[config.mk]
export PLATFORM = sky130hd
export DESIGN_NAME = mul_unit_flat
export DESIGN_NICKNAME = d
export VERILOG_FILES = /design/src/rtl/mul_unit_if.sv /design/src/rtl/mul_unit.sv /design/src/flat_wrapper.sv
export SDC_FILE = /design/constraint.sdc
export NUM_CORES = 1
export LEC_CHECK = 0
export ABC_AREA = 1
export ABC_CLOCK_PERIOD_IN_PS = 3370
export CORE_ASPECT_RATIO = 0.6
export CORE_MARGIN = 8
export CORE_UTILIZATION = 58
export CTS_CLUSTER_SIZE = 24
export DETAILED_ROUTE_END_ITERATION = 12
export MAX_ROUTING_LAYER = met4
export PLACE_DENSITY_LB_ADDON = 0.05
export SYNTH_ARGS = -nofsm -noshare
export SYNTH_HDL_FRONTEND = slang
export SYNTH_SLANG_ARGS = --single-unit
[constraint.sdc]
create_clock -name clk -period 3.37 [get_ports clk]
set_input_delay 0.337 -clock clk [delete_from_list [all_inputs] [get_ports clk]]
set_output_delay 0.337 -clock clk [all_outputs]
set_load 0.05 [all_outputs]
[src/rtl/mul_unit_if.sv]
// Request/response bundle between the multiply decode (master) and mul_unit (slave).
// stall is the only combinational signal in the bundle.
interface mul_unit_if #(
    parameter int unsigned WIDTH = 32
);
    logic             start;
    logic [1:0]       op;
    logic [WIDTH-1:0] a;
    logic [WIDTH-1:0] b;
    logic             busy;
    logic             stall;
    logic             done;
    logic [WIDTH-1:0] result_lo;
    logic [WIDTH-1:0] result_hi;
    logic [3:0]       flags;

    modport master (
        output start, op, a, b,
        input  busy, stall, done, result_lo, result_hi, flags
    );

    modport slave (
        input  start, op, a, b,
        output busy, stall, done, result_lo, result_hi, flags
    );
endinterface

[src/rtl/mul_unit.sv]
// Iterative shift-add multiplier: MUL / UMULL / SMULL with N,Z flags.
// One bit of the multiplier per RUN cycle, then a sign-fix cycle, then a done pulse.
module mul_unit #(
    parameter int unsigned WIDTH = 32
) (
    input  logic       clk,
    input  logic       reset,
    mul_unit_if.slave  bus
);
    localparam int unsigned PW    = 2 * WIDTH;
    localparam int unsigned CNT_W = $clog2(WIDTH) + 1;
    localparam logic [CNT_W-1:0] LAST_CNT = CNT_W'(WIDTH - 1);

    typedef enum logic [1:0] {
        S_IDLE = 2'd0,
        S_RUN  = 2'd1,
        S_FIX  = 2'd2
    } state_e;

    state_e           state_q, state_d;
    logic [1:0]       op_q, op_d;
    logic [WIDTH-1:0] mcand_q, mcand_d;
    logic [WIDTH-1:0] mplier_q, mplier_d;
    logic             neg_q, neg_d;
    logic [PW-1:0]    acc_q, acc_d;
    logic [CNT_W-1:0] cnt_q, cnt_d;
    logic             busy_q, busy_d;
    logic             done_q, done_d;
    logic [WIDTH-1:0] res_lo_q, res_lo_d;
    logic [WIDTH-1:0] res_hi_q, res_hi_d;
    logic [3:0]       flags_q, flags_d;

    logic             req_smull;
    logic [WIDTH-1:0] a_mag, b_mag;
    logic [WIDTH:0]   sum;
    logic [PW-1:0]    prod;

    // Next-state and datapath
    always_comb begin
        state_d  = state_q;
        op_d     = op_q;
        mcand_d  = mcand_q;
        mplier_d = mplier_q;
        neg_d    = neg_q;
        acc_d    = acc_q;
        cnt_d    = cnt_q;
        done_d   = 1'b0;
        res_lo_d = res_lo_q;
        res_hi_d = res_hi_q;
        flags_d  = flags_q;

        req_smull = (bus.op == 2'b11);
        a_mag     = (req_smull && bus.a[WIDTH-1]) ? WIDTH'(-bus.a) : bus.a;
        b_mag     = (req_smull && bus.b[WIDTH-1]) ? WIDTH'(-bus.b) : bus.b;
        sum       = {1'b0, acc_q[PW-1:WIDTH]} + {1'b0, (mplier_q[0] ? mcand_q : '0)};
        prod      = neg_q ? PW'(-acc_q) : acc_q;

        unique case (state_q)
            S_IDLE: begin
                // done_q blocks a held start from retriggering in the done cycle
                if (bus.start && !done_q) begin
                    op_d     = bus.op;
                    mcand_d  = a_mag;
                    mplier_d = b_mag;
                    neg_d    = req_smull & (bus.a[WIDTH-1] ^ bus.b[WIDTH-1]);
                    acc_d    = '0;
                    cnt_d    = '0;
                    state_d  = S_RUN;
                end
            end
            S_RUN: begin
                acc_d    = {sum, acc_q[WIDTH-1:1]};
                mplier_d = mplier_q >> 1;
                cnt_d    = cnt_q + CNT_W'(1);
                if (cnt_q == LAST_CNT) begin
                    state_d = S_FIX;
                end
            end
            S_FIX: begin
                res_lo_d = prod[WIDTH-1:0];
                if (op_q[1]) begin
                    res_hi_d = prod[PW-1:WIDTH];
                    flags_d  = {prod[PW-1], (prod == '0), 2'b00};
                end else begin
                    res_hi_d = '0;
                    flags_d  = {prod[WIDTH-1], (prod[WIDTH-1:0] == '0), 2'b00};
                end
                done_d  = 1'b1;
                state_d = S_IDLE;
            end
            default: state_d = S_IDLE;
        endcase

        busy_d = (state_d != S_IDLE);
    end

    always_ff @(posedge clk) begin
        if (reset) begin
            state_q  <= S_IDLE;
            op_q     <= '0;
            mcand_q  <= '0;
            mplier_q <= '0;
            neg_q    <= 1'b0;
            acc_q    <= '0;
            cnt_q    <= '0;
            busy_q   <= 1'b0;
            done_q   <= 1'b0;
            res_lo_q <= '0;
            res_hi_q <= '0;
            flags_q  <= '0;
        end else begin
            state_q  <= state_d;
            op_q     <= op_d;
            mcand_q  <= mcand_d;
            mplier_q <= mplier_d;
            neg_q    <= neg_d;
            acc_q    <= acc_d;
            cnt_q    <= cnt_d;
            busy_q   <= busy_d;
            done_q   <= done_d;
            res_lo_q <= res_lo_d;
            res_hi_q <= res_hi_d;
            flags_q  <= flags_d;
        end
    end

    assign bus.busy      = busy_q;
    assign bus.done      = done_q;
    assign bus.result_lo = res_lo_q;
    assign bus.result_hi = res_hi_q;
    assign bus.flags     = flags_q;
    assign bus.stall     = busy_q | (bus.start & ~done_q);

endmodule

[src/flat_wrapper.sv]
// flat-port wrapper written by rule: the top's interface ports become plain ports
module mul_unit_flat 
#(
    parameter int unsigned WIDTH = 32
)
  (clk, reset, bus_start, bus_op, bus_a, bus_b, bus_busy, bus_stall, bus_done, bus_result_lo, bus_result_hi, bus_flags);
  mul_unit_if #(.WIDTH(WIDTH)) bus_i ();
  input  logic clk;
  input  logic reset;
  input wire logic [$bits(bus_i.start)-1:0] bus_start;
  input wire logic [$bits(bus_i.op)-1:0] bus_op;
  input wire logic [$bits(bus_i.a)-1:0] bus_a;
  input wire logic [$bits(bus_i.b)-1:0] bus_b;
  output wire logic [$bits(bus_i.busy)-1:0] bus_busy;
  output wire logic [$bits(bus_i.stall)-1:0] bus_stall;
  output wire logic [$bits(bus_i.done)-1:0] bus_done;
  output wire logic [$bits(bus_i.result_lo)-1:0] bus_result_lo;
  output wire logic [$bits(bus_i.result_hi)-1:0] bus_result_hi;
  output wire logic [$bits(bus_i.flags)-1:0] bus_flags;
  assign bus_i.start = bus_start;
  assign bus_i.op = bus_op;
  assign bus_i.a = bus_a;
  assign bus_i.b = bus_b;
  assign bus_busy = bus_i.busy;
  assign bus_stall = bus_i.stall;
  assign bus_done = bus_i.done;
  assign bus_result_lo = bus_i.result_lo;
  assign bus_result_hi = bus_i.result_hi;
  assign bus_flags = bus_i.flags;
  mul_unit #(.WIDTH(WIDTH)) u_core (.clk(clk), .reset(reset), .bus(bus_i));
endmodule
==> qor_table.md, run 1 <==
| Metric | Reported |
|---|---|
| Count of flip-flops with a built-in enable after synthesis | 0 |
| Worst Tran Pin Value | 0.9373 ns |
| Fraction of layout cells with a size suffix above 1 | 0.06167 |
| Post-CTS Setup Inserts | 0 |
| Leakage | 7.306 nW |
| Drt total wl | 45410 um |
| Register bit count reported by yosys | 206 |
| Post-cts resize count | 0 |
| Capturing element type of the critical path | flop |
| Number of antenna violations at the first check in global routing | 1 |
| Pre-CTS worst setup slack | 0.4955 ns |
| GR Overflow Total | 0 |
| Number of distinct library cells after synthesis | 56 |
| I/O Buffers | 137 |
| Die width | 210.7 um |
| Count of unresolved DRC violations after routing | 0 |
| Worst slew slack as a fraction of its limit | 0.3752 |
| Class of the most critical setup path | flop to flop |
| Outcome | finished clean |
| Clock network latency to the later pin of the worst-skew pair | 0.52 ns |
| Initial standard-cell utilization of the core | 0.5948 |
| Final Wtd Congestion | 1.129 |
| Cell count after synthesis | 2070 |
| Max Fclk | 331.9 MHz |
| Depth of the CTS H-tree | 1 |
| Max-cap violation count | 0 |
| Post-DP HPWL | 35330 um |
| RSZ-0062 raised after global routing | no |
| Per-cell routed wire length | 18.18 um |
| Setup tns final | 0 ns |
| Standard-cell row count | 42 |
| Synth Area per Inst | 6.372 um^2 |
| Number of ports placed on the die boundary | 140 |
| Shortest clock period the worst path allows after layout | 3.013 ns |
| Number of DRC markers in iteration 0 | 1792 |
| Detail-routed via count per cell | 5.813 |
| Critical path launch point type | flop |
| Largest fanout on the critical path | 6 |
| TritonRoute pass-1 iters | 6 |
| Critical Path AT | 3.42 ns |
| Cell area after placement | 14820 um^2 |
| Critical path data required time | 3.77 ns |
| TritonCTS clock tree | built |
| Die extent in y | 132.8 um |
| Fraction of the yosys area taken by sequential cells | 0.3127 |
| Worst hold-check path type | input pin to flop |
| Minimum hold slack | 0.2242 ns |
| Number of warnings reported in the yosys synthesis log | 0 |
| Fill cells | 1943 |
| Most frequently used flop master after synthesis | sky130_fd_sc_hd__dfxtp_1 |
| Clock transition time at the flip-flop clock pins of the worst setup and hold paths | 0.07 ns |
| Antenna Violating Nets Remaining | 0 |
| Routed vias | 14520 |
| Setup ws final | 0.3574 ns |
| Share of flip-flops with an asynchronous set or reset after synthesis | 0 |
| Global-route wire length before repair | 71300 um |
| VDD IR max | 326.4 uV |
| Clock buffer count from CTS | 21 |
| Most common cell after layout, fill and taps aside | sky130_fd_sc_hd__nand2_1 |
| Post-route cell area | 15540 um^2 |
| Post-cts hold buffer count | 0 |
| Area of the die | 27980 um^2 |
| CORE AREA | 22180 um^2 |
| Commonest cells after routing, fill and taps aside | 494 x sky130_fd_sc_hd__nand2_1, 302 x sky130_fd_sc_hd__nor2_1, 231 x sky130_fd_sc_hd__inv_1 |
| Final-stage net count | 2282 |
| Clock tree root driver cell | sky130_fd_sc_hd__clkbuf_16 |
| Via count of the first global-routing pass | 13070 |
| Pin count of the biggest net entering global routing | 88 |
| Max Slew Vio Count | 0 |
| P&R area growth vs syn | 17.82% |
| Post-route fraction of the period consumed by the critical path | 0.8940 |
| Post-synth design cell area | 13190 um^2 |
| CTS sink count | 206 |
| P per Cell Area | 381.6 nW/um^2 |
| Final hold violation count | 0 |
| Post-Route Skew | 0.02184 ns |
| Clock Path Buffers | 3 |
| Final-report setup violation count | 0 |
| Overall track demand over capacity in global routing | 0.3199 |
-- final cells by class --
type,count,area (um^2),area share
multi-input cells,1547,7859,0.5057
flip-flops and latches,206,4125,0.2654
repair buffers,160,1554,0.09999
inverters,239,897.1,0.05772
clock buffers,28,591.8,0.03808
well taps,308,385.4,0.02480
clock inverters,9,126.4,0.008131
diodes,1,2.502,0.0001610
-- metrics by stage --
step,std cells,power [mW],util
2_1_floorplan,2071,3.152,-
3_3_place_gp,2460,3.450,0.6683
3_5_place_dp,2460,3.461,0.6683
5_1_grt,2498,6.122,0.7008
4_1_cts,2497,5.908,0.7007
6_report,2498,5.931,0.7008
-- critical path: stages, from the launching register on --
cell	delay, ns
sky130_fd_sc_hd__dfxtp_1	0.41
sky130_fd_sc_hd__nand2_1	0.08
sky130_fd_sc_hd__inv_1	0.08
sky130_fd_sc_hd__ha_1	0.17
sky130_fd_sc_hd__inv_1	0.07
sky130_fd_sc_hd__fa_1	0.41
sky130_fd_sc_hd__o21ai_1	0.29
sky130_fd_sc_hd__a21oi_2	0.14
sky130_fd_sc_hd__o21ai_1	0.28
sky130_fd_sc_hd__a21boi_1	0.16
sky130_fd_sc_hd__nor2_1	0.20
sky130_fd_sc_hd__nand2_1	0.08
sky130_fd_sc_hd__nand2_1	0.15
sky130_fd_sc_hd__nand2_1	0.07
sky130_fd_sc_hd__inv_1	0.07
sky130_fd_sc_hd__o21ai_0	0.07
sky130_fd_sc_hd__nand3_1	0.12
sky130_fd_sc_hd__nand2_1	0.05
-- final timing paths --
path                                   start                              end  slack, ns  cells past startpoint
max          u_core.mplier_q[0]$_SDFFE_PP0P_    u_core.acc_q[57]$_SDFFE_PP0P_       0.36                     17
min                                    reset     u_core.cnt_q[5]$_SDFFE_PP0P_       0.22                      2
max reg2reg  u_core.mplier_q[0]$_SDFFE_PP0P_    u_core.acc_q[57]$_SDFFE_PP0P_       0.36                     17
min reg2reg  u_core.mplier_q[3]$_SDFFE_PP0P_  u_core.mplier_q[3]$_SDFFE_PP0P_       0.46                      2
-- report_power, final --
part	switching (mW)	internal, mW
Sequential	0.0540	2.52
Combinational	0.582	0.292
Clock	1.02	1.47
-- kinds of logic after synthesis --
family          count (synthesis)  synth area share
compound gates                447            0.1961
xor+xnor                       65           0.04316
flops                         206            0.3127
simple gates                  995            0.3190
other cells                     1         0.0002843
buf+inv                       318           0.09220
fa+ha+maj                      38           0.03662
-- cell usage after synthesis, types with 2 or more instances --
cell	instances	share of area
sky130_fd_sc_hd__nand2_1	494	0.14
sky130_fd_sc_hd__nor2_1	304	0.087
sky130_fd_sc_hd__inv_1	231	0.066
sky130_fd_sc_hd__dfxtp_1	206	0.31
sky130_fd_sc_hd__o21ai_0	188	0.071
sky130_fd_sc_hd__a21oi_1	124	0.047
sky130_fd_sc_hd__nand3_1	74	0.028
sky130_fd_sc_hd__clkbuf_1	64	0.018
sky130_fd_sc_hd__xor2_1	55	0.037
sky130_fd_sc_hd__ha_1	37	0.035
sky130_fd_sc_hd__o32ai_1	34	0.023
sky130_fd_sc_hd__nand4_1	22	0.010
sky130_fd_sc_hd__nor3_1	19	0.0072
sky130_fd_sc_hd__nor2_2	18	0.0085
sky130_fd_sc_hd__nand2_2	17	0.0081
sky130_fd_sc_hd__o21ai_1	16	0.0061
sky130_fd_sc_hd__o211ai_1	14	0.0080
sky130_fd_sc_hd__o22ai_1	14	0.0066
sky130_fd_sc_hd__a31oi_1	13	0.0062
sky130_fd_sc_hd__xnor2_1	10	0.0066
sky130_fd_sc_hd__nor2_4	9	0.0077
sky130_fd_sc_hd__nor4_1	9	0.0043
sky130_fd_sc_hd__and2_1	7	0.0033
sky130_fd_sc_hd__a21oi_2	6	0.0040
sky130_fd_sc_hd__buf_2	6	0.0023
sky130_fd_sc_hd__inv_2	6	0.0017
sky130_fd_sc_hd__o21bai_1	6	0.0034
sky130_fd_sc_hd__o221ai_1	6	0.0040
sky130_fd_sc_hd__o31ai_1	6	0.0034
sky130_fd_sc_hd__buf_1	5	0.0014
sky130_fd_sc_hd__or2_2	5	0.0024
sky130_fd_sc_hd__buf_4	4	0.0023
sky130_fd_sc_hd__nand2_4	4	0.0034
sky130_fd_sc_hd__nand3b_1	4	0.0023
sky130_fd_sc_hd__a211oi_1	3	0.0017
sky130_fd_sc_hd__a21o_1	3	0.0017
sky130_fd_sc_hd__a221oi_1	3	0.0020
sky130_fd_sc_hd__nand3_2	3	0.0023
sky130_fd_sc_hd__a21boi_0	2	0.0011
sky130_fd_sc_hd__clkinv_1	2	0.00057
sky130_fd_sc_hd__nand2b_1	2	0.00095
-- registers in the layout, summed over array words and instances, names as in the netlist --
signal and count:
u_core.bus.busy 1, u_core.bus.result_lo 32, u_core.neg_q 1, u_core.mplier_q 32, u_core.bus.result_hi 32, u_core.cnt_q 6
u_core.op_q 1, u_core.bus.done 1, u_core.mcand_q 32, u_core.acc_q 64, u_core.state_q 2, u_core.bus.flags 2
-- per-layer routing --
metal	global-route usage	wire, um
met3	0.08724	5639
met4	0.05809	813
met1	0.4557	20600
met2	0.4468	18360
met5	-	0
Power figures use the tool's default switching activity.
==> run 2, diff against run 1 <==
--- a/config.mk
+++ b/config.mk
@@ -12,6 +12,7 @@
 export CORE_UTILIZATION = 58
 export CTS_CLUSTER_SIZE = 24
 export DETAILED_ROUTE_END_ITERATION = 12
+export HOLD_SLACK_MARGIN = 0.02
 export MAX_ROUTING_LAYER = met4
 export PLACE_DENSITY_LB_ADDON = 0.05
 export SYNTH_ARGS = -nofsm -noshare
==> results of run 2 <==
The final DEF is identical to that of run 1; final timing and power are the same.
==> run 3, diff against run 2 <==
--- a/config.mk
+++ b/config.mk
@@ -10,7 +10,7 @@
 export CORE_ASPECT_RATIO = 0.6
 export CORE_MARGIN = 8
 export CORE_UTILIZATION = 58
-export CTS_CLUSTER_SIZE = 24
+export CTS_CLUSTER_SIZE = 25
 export DETAILED_ROUTE_END_ITERATION = 12
 export HOLD_SLACK_MARGIN = 0.02
 export MAX_ROUTING_LAYER = met4
==> results of run 3 <==
The final DEF is identical to that of run 1; final timing and power are the same.
==> edit (flow settings as in run 2) <==
Reset style: asynchronous (`reset`), changed in one clocked block.
--- a/src/rtl/mul_unit.sv
+++ b/src/rtl/mul_unit.sv
@@ -96,3 +96,3 @@
 
-    always_ff @(posedge clk) begin
+    always_ff @(posedge clk or posedge reset) begin
         if (reset) begin
Behaviour: differs if reset is asserted again (counterexample within 4 cycles, from zero or initial values and one cycle with reset high); with reset held inactive, the same outputs for 10 cycles.
==> edit against run 2 <==
  * Global-route usage shrank 0.36 points
  * Fmax is 0.17% higher
  * Synthesized area rose by 4.6%
  * Final area is 4.4% higher
  * Clock skew decreased by 0.0013 ns
  * Wire length rose by 0.92%
  * Hold slack got worse by 0.015 ns
  * Sequential cell count unchanged
  * Utilization is 0.28 points lower
  * Setup slack better by 0.0052 ns
  * Critical path type unchanged
Power is not compared: it rests on default switching activity, and its combinational part moved more than twofold at a synthesized area within 25%.
==> edit: results (changes against run 2) <==
Synth
  – Ys flop type: dfrtp_1
  – Adder-cell share of the synthesized area: 3.501% (-0.16 points)
  – Synth cell count leaders: 619 x nand2_1, 258 x nor2_1, 217 x inv_1
  – Yosys cell types: 50 (-11%)
  – Syn_area_per_cell: 6.847 um2 (+7.4%)
  – Post-Synth XOR/XNOR Area: 4.317% (about the same)
  – Ranking of synthesized cells by area: dfrtp_1 37%, nand2_1 17%, nor2_1 7.0%
  – Synth Area in Compound Gates: 13.77% (-5.8 points)
  – Asr flop ratio synth: 100.0% (+100 points)
  – Sequential share of the synthesized area: 37.37% (+6.1 points)

Worst setup path
  – Top cell family by delay on the critical path: compound AO/OA/AOI/OAI gates
  – CP max-delay cell: fa_1
  – Critical-path maximum fanout: 21 (+15)
  – R2r worst-path depth: 20 (+3)
  – CP startpoint: u_core.mplier_q[0]
  – Worst r2r src: u_core.mplier_q[0]
  – Reg2reg end: u_core.acc_q[53]
  – CP peak stage delay: 0.36 ns (-0.05 ns)

Finish
  – Count of multi-input gates: 1522 (-1.6%)
  – Final Net Count: 2240 (-1.8%)
  – Share of layout cells above drive strength 1: 4.937% (-1.2 points)
  – Clkbuf count: 30 (+7.1%)
  – Nonclk inv count: 220 (-7.9%)
  – N_diodes: 0 (-1)
  – Non-clk buf share: 9.918% (-0.081 points)
  – Clock-cell share: 4.296% (-0.33 points)
  – Non-clock buffer total of the final layout: 162 (+1.3%)
  – # fillers: 2027 (+4.3%)
  – Multi-input combinational area share: 46.46% (-4.1 points)
  – Register area: 0.005156 mm2 (+25%)

Routing
  – Starting DRT DRC Count: 1690 (-5.7%)
  – Final WL: 45830 um (+0.92%)
  – Via Count: 14340 (-1.3%)
  – Router iterations before antenna repair: 9 (+3)
  – Avg Vias per Cell: 5.824 (+0.18%)

Power
  – Worst vdd ir: 0.0006592 V
  – Lkg Pwr: 7.634 nW

CTS
  – CTS Sinks: 206 (unchanged)
  – Num CTS Buffers: 21 (unchanged)
  – CTS-repair resized insts: 0 (unchanged)
  – Post-CTS Setup Inserts: 0 (unchanged)

Worst hold path
  – HP Class: in -> async

STA
  – Clk_skew: 0.02055 ns (-0.001295 ns)
  – Fmax: 332.5 MHz (+0.17%)
  – Max-Slew Margin vs Limit: 47.57% (+10 points)
  – Worst Hold Slack: 0.2089 ns (-0.01534 ns)
  – Final Hold Viols: 0 (unchanged)

GRT
  – Largest net degree at the start of global routing: 86 (-2.3%)
  – GRT Total Usage: 31.63% (-0.36 points)
  – Vias in the first global route: 13220 (+1.1%)
  – First-pass GRT wire length: 72380 um (+1.5%)
  – Initial antenna violation count: 0 (-1)

Placed design
  – Placed insts: 2425 (-1.4%)
  – DPL Wire Length: 35140 um (-0.54%)
  – Placer Congestion: 1.064 (-5.7%)
  – Placed inst area: 0.01553 mm2 (+4.8%)
  – DP Worst Slack: 0.4718 ns (-0.02369 ns)

Floorplanning
  – Row count: 43 (+2.4%)

Status
  – Status: completed
edit: cell count changes after synthesis, sizes merged, moves of 18 or more:
| cell | before | now |
|---|---|---|
| dfrtp | 0 | 206 |
| dfxtp | 206 | 0 |
| nand2 | 515 | 626 |
| o21ai | 206 | 135 |
| nor2 | 331 | 268 |
| a21oi | 130 | 70 |
| o22ai | 14 | 57 |
| nand3 | 78 | 112 |
| o32ai | 34 | 0 |
| inv | 237 | 219 |
edit: report_power, final:
| part | internal [W] | total (W) | switching, W |
|---|---|---|---|
| sequential | 0.00367 | 0.00470 | 0.00103 |
| clock | 0.00136 | 0.00241 | 0.00104 |
| combinational | 0.00357 | 0.0114 | 0.00779 |
| total | 0.00860 | 0.0185 | 0.00986 |
edit: layer usage:
layer  track usage [%]  share of wire (%)
met5                 -                  0
met4             5.727                1.9
met3             8.876                 12
met2             43.94                 41
met1             45.71                 45
